[src/rtl/audio_mix_pkg.sv]
// Shared constants, register map, FSM states and the 16-bit saturator for the N-channel audio mixer.
package audio_mix_pkg;
    localparam int AUDIO_W = 16;

    localparam logic [4:0] VOL_BASE = 5'h00;
    localparam logic [4:0] MASTER   = 5'h10;
    localparam logic [4:0] MUTE     = 5'h11;
    localparam logic [4:0] STATUS   = 5'h12;

    typedef enum logic [2:0] {ST_IDLE, ST_SNAP, ST_MAC, ST_MST, ST_SAT} mix_state_t;

    function automatic logic [AUDIO_W-1:0] sat16(input logic signed [31:0] v);
        if (v > 32'sd32767) return 16'h7fff;
        if (v < -32'sd32768) return 16'h8000;
        return v[AUDIO_W-1:0];
    endfunction
endpackage

[src/rtl/audio_mix_lane.sv]
// One output side of the mixer: sample snapshot, time-shared channel MAC, master scale and saturation.
module audio_mix_lane
    import audio_mix_pkg::*;
#(
    parameter int CH    = 4,
    parameter int VOL_W = 8,
    parameter int IDX_W = 2
) (
    input  logic                    clk,
    input  logic                    rst,
    input  logic                    snap,
    input  logic                    mac,
    input  logic                    mst,
    input  logic                    sat,
    input  logic [CH*AUDIO_W-1:0]   in_bus,
    input  logic [IDX_W-1:0]        idx,
    input  logic [VOL_W:0]          gain,
    input  logic [VOL_W:0]          master,
    output logic [AUDIO_W-1:0]      snd,
    output logic                    clip
);
    localparam int ACC_W = AUDIO_W + $clog2(CH) + 2;
    localparam int PRD_W = AUDIO_W + VOL_W + 2;
    localparam int MPR_W = ACC_W + VOL_W + 2;

    logic [CH*AUDIO_W-1:0]     smp;
    logic signed [ACC_W-1:0]   acc;
    logic signed [AUDIO_W-1:0] cur;
    logic signed [PRD_W-1:0]   prd;
    logic signed [MPR_W-1:0]   mprd;
    logic signed [31:0]        acc_x;

    // Gains are unsigned; the zero MSB keeps them positive in the signed multiply.
    assign cur   = smp[idx*AUDIO_W +: AUDIO_W];
    assign prd   = cur * $signed({1'b0, gain});
    assign mprd  = acc * $signed({1'b0, master});
    assign acc_x = 32'(acc);
    assign clip  = sat && ((acc_x > 32'sd32767) || (acc_x < -32'sd32768));

    always_ff @(posedge clk or negedge rst) begin
        if (!rst) begin
            smp <= '0;
            acc <= '0;
            snd <= '0;
        end else begin
            if (snap) begin
                smp <= in_bus;
                acc <= '0;
            end
            if (mac) acc <= acc + ACC_W'(prd >>> VOL_W);
            if (mst) acc <= ACC_W'(mprd >>> VOL_W);
            if (sat) snd <= sat16(acc_x);
        end
    end
endmodule

[src/rtl/audio_mix_nch.sv]
// N-channel stereo mixer top: CPU registers, per-pass gain snapshot, FSM and channel index.
// Define AUDIO_MIX_RAMP_EN to ramp channel gains toward their targets by RAMP_STEP per pass.
module audio_mix_nch
    import audio_mix_pkg::*;
#(
    parameter int CH        = 4,
    parameter int VOL_W     = 8,
    parameter int RAMP_STEP = 16
) (
    input  logic               clk,
    input  logic               rst,
    input  logic               next_sample,
    input  logic [CH*16-1:0]   in_l,
    input  logic [CH*16-1:0]   in_r,
    input  logic               cfg_we,
    input  logic [4:0]         cfg_addr,
    input  logic [15:0]        cfg_dat,
    output logic [15:0]        cfg_rdat,
    output logic [15:0]        snd_l,
    output logic [15:0]        snd_r,
    output logic               out_valid,
    output logic               busy
);
    localparam int IDX_W = (CH > 1) ? $clog2(CH) : 1;
    localparam logic [VOL_W:0] UNITY = {1'b1, {VOL_W{1'b0}}};

    logic [VOL_W:0]   vol    [CH];
    logic [VOL_W:0]   g_eff  [CH];
    logic [VOL_W:0]   g_snap [CH];
    logic [VOL_W:0]   master;
    logic [VOL_W:0]   wr_vol;
    logic [CH-1:0]    mute;
    logic             clip_st, ovr_st, wr_stat;
    logic [IDX_W-1:0] idx;
    mix_state_t       state, state_nxt;

    logic [1:0][CH*AUDIO_W-1:0] in_bus;
    logic [1:0][AUDIO_W-1:0]    snd;
    logic [1:0]                 clip;

    assign wr_vol  = (cfg_dat > 16'(UNITY)) ? UNITY : cfg_dat[VOL_W:0];
    assign wr_stat = cfg_we && (cfg_addr == STATUS);
    assign busy    = (state != ST_IDLE);

`ifdef AUDIO_MIX_RAMP_EN
    logic [VOL_W:0] g_cur [CH];

    function automatic logic [VOL_W:0] ramp(input logic [VOL_W:0] c, input logic [VOL_W:0] t);
        logic [VOL_W+1:0] up, dn;
        up = {1'b0, c} + (VOL_W+2)'(RAMP_STEP);
        dn = {1'b0, c} - (VOL_W+2)'(RAMP_STEP);
        if (c < t) return (up > {1'b0, t}) ? t : up[VOL_W:0];
        if (c > t) return (dn[VOL_W+1] || (dn < {1'b0, t})) ? t : dn[VOL_W:0];
        return c;
    endfunction

    always_comb for (int i = 0; i < CH; i++) g_eff[i] = ramp(g_cur[i], vol[i]);

    always_ff @(posedge clk or negedge rst) begin
        if (!rst) for (int i = 0; i < CH; i++) g_cur[i] <= '0;
        else if (state == ST_SNAP) for (int i = 0; i < CH; i++) g_cur[i] <= g_eff[i];
    end
`else
    always_comb for (int i = 0; i < CH; i++) g_eff[i] = vol[i];
`endif

    always_ff @(posedge clk or negedge rst) begin
        if (!rst) begin
            for (int i = 0; i < CH; i++) vol[i] <= '0;
            master <= UNITY;
            mute   <= '0;
        end else if (cfg_we) begin
            for (int i = 0; i < CH; i++)
                if (cfg_addr == VOL_BASE + 5'(i)) vol[i] <= wr_vol;
            if (cfg_addr == MASTER) master <= wr_vol;
            if (cfg_addr == MUTE)   mute   <= cfg_dat[CH-1:0];
        end
    end

    always_comb begin
        cfg_rdat = '0;
        for (int i = 0; i < CH; i++)
            if (cfg_addr == VOL_BASE + 5'(i)) cfg_rdat[VOL_W:0] = vol[i];
        if (cfg_addr == MASTER) cfg_rdat[VOL_W:0] = master;
        if (cfg_addr == MUTE)   cfg_rdat[CH-1:0]  = mute;
        if (cfg_addr == STATUS) cfg_rdat[1:0]     = {clip_st, ovr_st};
    end

    always_comb begin
        state_nxt = state;
        case (state)
            ST_IDLE: if (next_sample) state_nxt = ST_SNAP;
            ST_SNAP: state_nxt = ST_MAC;
            ST_MAC:  if (idx == IDX_W'(CH-1)) state_nxt = ST_MST;
            ST_MST:  state_nxt = ST_SAT;
            ST_SAT:  state_nxt = ST_IDLE;
            default: state_nxt = ST_IDLE;
        endcase
    end

    // Mute is folded into the snapped gain, so register writes mid-pass cannot disturb it.
    always_ff @(posedge clk or negedge rst) begin
        if (!rst) begin
            state     <= ST_IDLE;
            idx       <= '0;
            out_valid <= 1'b0;
            clip_st   <= 1'b0;
            ovr_st    <= 1'b0;
            for (int i = 0; i < CH; i++) g_snap[i] <= '0;
        end else begin
            state     <= state_nxt;
            idx       <= (state == ST_MAC) ? idx + 1'b1 : '0;
            out_valid <= (state == ST_SAT);
            clip_st   <= ((state == ST_SAT) && |clip) | (clip_st & ~(wr_stat & cfg_dat[1]));
            ovr_st    <= (busy && next_sample) | (ovr_st & ~(wr_stat & cfg_dat[0]));
            if (state == ST_SNAP)
                for (int i = 0; i < CH; i++) g_snap[i] <= mute[i] ? '0 : g_eff[i];
        end
    end

    assign in_bus = {in_r, in_l};

    for (genvar s = 0; s < 2; s++) begin : g_lane
        audio_mix_lane #(.CH(CH), .VOL_W(VOL_W), .IDX_W(IDX_W)) u_lane (
            .clk    (clk),
            .rst    (rst),
            .snap   (state == ST_SNAP),
            .mac    (state == ST_MAC),
            .mst    (state == ST_MST),
            .sat    (state == ST_SAT),
            .in_bus (in_bus[s]),
            .idx    (idx),
            .gain   (g_snap[idx]),
            .master (master),
            .snd    (snd[s]),
            .clip   (clip[s])
        );
    end

    assign snd_l = snd[0];
    assign snd_r = snd[1];
endmodule
[config.mk]
export PLATFORM = sky130hd
export DESIGN_NAME = audio_mix_nch
export DESIGN_NICKNAME = d
export VERILOG_FILES = /design/src/rtl/audio_mix_pkg.sv /design/src/rtl/audio_mix_lane.sv /design/src/rtl/audio_mix_nch.sv
export SDC_FILE = /design/constraint.sdc
export NUM_CORES = 2
export LEC_CHECK = 0
export CORE_MARGIN = 1.5
export CORE_UTILIZATION = 55
export CTS_BUF_LIST = sky130_fd_sc_hd__clkbuf_4
export DETAILED_ROUTE_END_ITERATION = 7
export GPL_ROUTABILITY_DRIVEN = 1
export GPL_TIMING_DRIVEN = 0
export PLACE_DENSITY = 0.77
export SLEW_MARGIN = 20
export SYNTH_ARGS = -nofsm -noshare
export SYNTH_HDL_FRONTEND = slang
export SYNTH_SLANG_ARGS = --single-unit
export TNS_END_PERCENT = 10
[constraint.sdc]
create_clock -name clk -period 9.1 [get_ports clk]
set_input_delay 1.82 -clock clk [delete_from_list [all_inputs] [get_ports clk]]
set_output_delay 1.82 -clock clk [all_outputs]
set_load 0.01 [all_outputs]
==> metrics <==
status finished, final reports clean; Final Max Slew Viols 0; unrepaired setup endpoints after global routing yes; Syn-to-layout area delta 12.6%; dpl hpwl 86500 um; Routed WL 108000 um; Post-Route Setup TNS 0 ns; Final setup viols 0; crit path from idx[1]; share of layout cells above drive strength 1 7.08%; # clock sinks 293; vias 30.2k; ys async rst share 100%; WP buf/inv 10; most common cell after layout, fill and taps aside nand2_1; Worst Clk Skew 0.0704 ns; #FFs+latches synth 293; antenna-violating nets left 0; FF-to-FF Start idx[1]; total of warnings raised by yosys 0; GRT Residual Overflow 0; P_leak 21.4 nW; # rows 94; clk_lat worst skew 0.86 ns; CTS Buf Count 83; Largest delay share family, worst path adder cells; R2R depth 40; Max Clk Rate 0.114 GHz; Setup crit end g_lane[1].u_lane.acc[19]; number of DRC markers in iteration 0 2577; Routability Congestion 0.969; post-synth cell types 80; final net count 5384; HP Class flip-flop to flip-flop; CP max FO 10; CP Launch Type flip-flop; Arrival @ worst endpoint 9.49 ns; DR DRC count 0; maximum root-to-sink buffer count 3; Global Route Usage Sum 33.1%; CTS tree yes; clock-pin slew on the worst setup and hold paths 0.07 ns; # IOs 203; Initial Util 55.6%; root buffer cell clkbuf_4; post-synthesis sequential area ratio 20.1%; number of synthesized flops with an enable pin 0; Setup crit end kind flip-flop; Die W 261 um; Crit Path Class flip-flop to flip-flop; PwrDens 304 mW/mm2; critical path depth in cells 40; Slew @ Worst Pin 1.11 ns; FF-to-FF End g_lane[1].u_lane.acc[19]; WL per Instance 20.2 um; final hold vios 0; fin util 62.6%; top_reg_cell synth dfrtp_1; worst vdd ir 0.000174 V; Post-CTS Hold Buffers 0; syn_area_per_cell 8.82 um2; Pre-antenna DRT Iters 6; Min Hold Slack 0.467 ns; Max H-tree Level 3; period utilisation layout 96.7%; global-route wire length before repair 172000 um; vias per inst 5.63; critical path's largest stage delay 0.53 ns; antenna violations before repair 4; die area 0.0680 mm2; Critical Path RT 9.79 ns; Mapped Area 0.0366 mm2; vias in the first global route 31.6k; Port Buffers 194; largest net degree at the start of global routing 101; slew margin rel. 26.3%; core area 0.0657 mm2; cell count after synthesis 4146; Die H 261 um; Critical-path top delay cell fa_1; R2R setup slack 0.30 ns; min cycle time layout 8.80 ns; max-cap viol count 0; commonest cells after routing, fill and taps aside nand2_1 (899), inv_1 (634), fa_1 (528)
routing by layer:
| layer | up-vias | share of wire [%] | GRT usage, % |
|---|---|---|---|
| met1 | 15000 | 40 | 42.4 |
| met4 | 4 | 5.3 | 17.0 |
| met5 | - | 0.022 | 0 |
| li1 | 13500 | - | - |
| met3 | 309 | 8.5 | 5.82 |
| met2 | 1384 | 47 | 53.9 |
cell usage after synthesis (26+ instances only):
library cell    n  share of area [%]
o21ai_0       183                2.5
a21o_1         30               0.62
clkbuf_1      180                1.8
inv_1         634                6.5
dfrtp_1       292                 20
nor2b_1        32               0.55
nand3b_1       39               0.80
mux2i_1        38                1.0
nor3_1         28               0.38
fa_1          528                 29
o21a_1         30               0.62
a22oi_1        29               0.60
xor2_1         29               0.69
nor2_1        203                2.1
mux2_2         34                1.0
a21oi_1        55               0.75
and2_1        262                4.5
xnor2_1        84                2.0
nand2_1       900                9.2
nand3_1        26               0.36
ha_1          265                9.1
logic make-up (layout without fill, tap and decap cells):
group                    Yosys count  in the layout  synth area share [%]
AND/OR/NAND/NOR                 1573           1573                  19.4
buffers and inverters            836           1176                  8.73
adder cells (fa/ha/maj)          793            793                  38.0
AO/OA/AOI/OAI                    447            447                  7.88
flip-flops                       293            293                  20.1
XOR/XNOR                         113            113                  2.71
multiplexers                      90             90                  3.20
other                              1             10                0.0103
state kept, by name, summed over array words and instances, names as in the netlist:
signal             count
g_lane.u_lane.smp    128
g_lane.u_lane.acc     40
g_eff                 36
g_snap                36
g_lane.u_lane.snd     32
master                 9
mute                   4
state                  3
idx                    2
clip_st                1
out_valid              1
ovr_st                 1
repair_timing:
item                                    4_1_cts  5_1_grt
buffers inserted                              0        4
pin swaps                                     1        4
endpoints found under the setup margin       30       13
resized for setup                            91       85
worst min-delay path by stage:
stage                             start                       end  slack [ns]  cells after the start
2_1_floorplan                g_snap[13]                g_snap[13]        0.43                      2
3_3_place_gp                 g_snap[10]                g_snap[10]        0.45                      2
3_5_place_dp                 g_snap[32]                g_snap[32]        0.45                      2
4_1_cts                      g_snap[32]                g_snap[32]        0.47                      2
5_1_grt        g_lane[1].u_lane.smp[36]  g_lane[1].u_lane.smp[36]        0.49                      2
6_report                      g_snap[0]                 g_snap[0]        0.47                      2
worst reg2reg max path, delay by kind of cell (launching register included):
family          cells  cell delay [ns]
xor+xnor            1             0.24
flops               1             0.36
simple gates        7             0.82
fa+ha+maj           7             3.14
buf+inv            10             1.20
mux                 1             0.15
compound gates     14             2.77
where the power goes:
part | switching [mW] | internal (mW)
sequential | 0.304 | 1.76
clock | 0.622 | 0.616
combinational | 5.64 | 3.56
total | 6.57 | 5.93
layout make-up:
type	count	area (um2)
antenna	3	7.51
buffer	201	967
clock buffer	116	871
clock inverter	23	140
fill	5528	24600
inverter	635	2380
multi-input combinational	3023	26300
sequential	293	7330
tap	864	1080
timing repair buffer	201	2060
per-stage QoR:
stage                     total power [mW]  area [um2]  setup WS [ns]  std cells
after floorplan                       8.14       36600          0.326       4152
after global placement                10.6       39600          -6.69       5210
after detailed placement              10.8       39700          -1.74       5213
after CTS                             12.2       40900         0.0133       5352
after global routing                  13.6       41200        -0.0750       5359
final                                 12.5       41200          0.297       5359
Note: power is estimated with default switching activity, not from simulation.
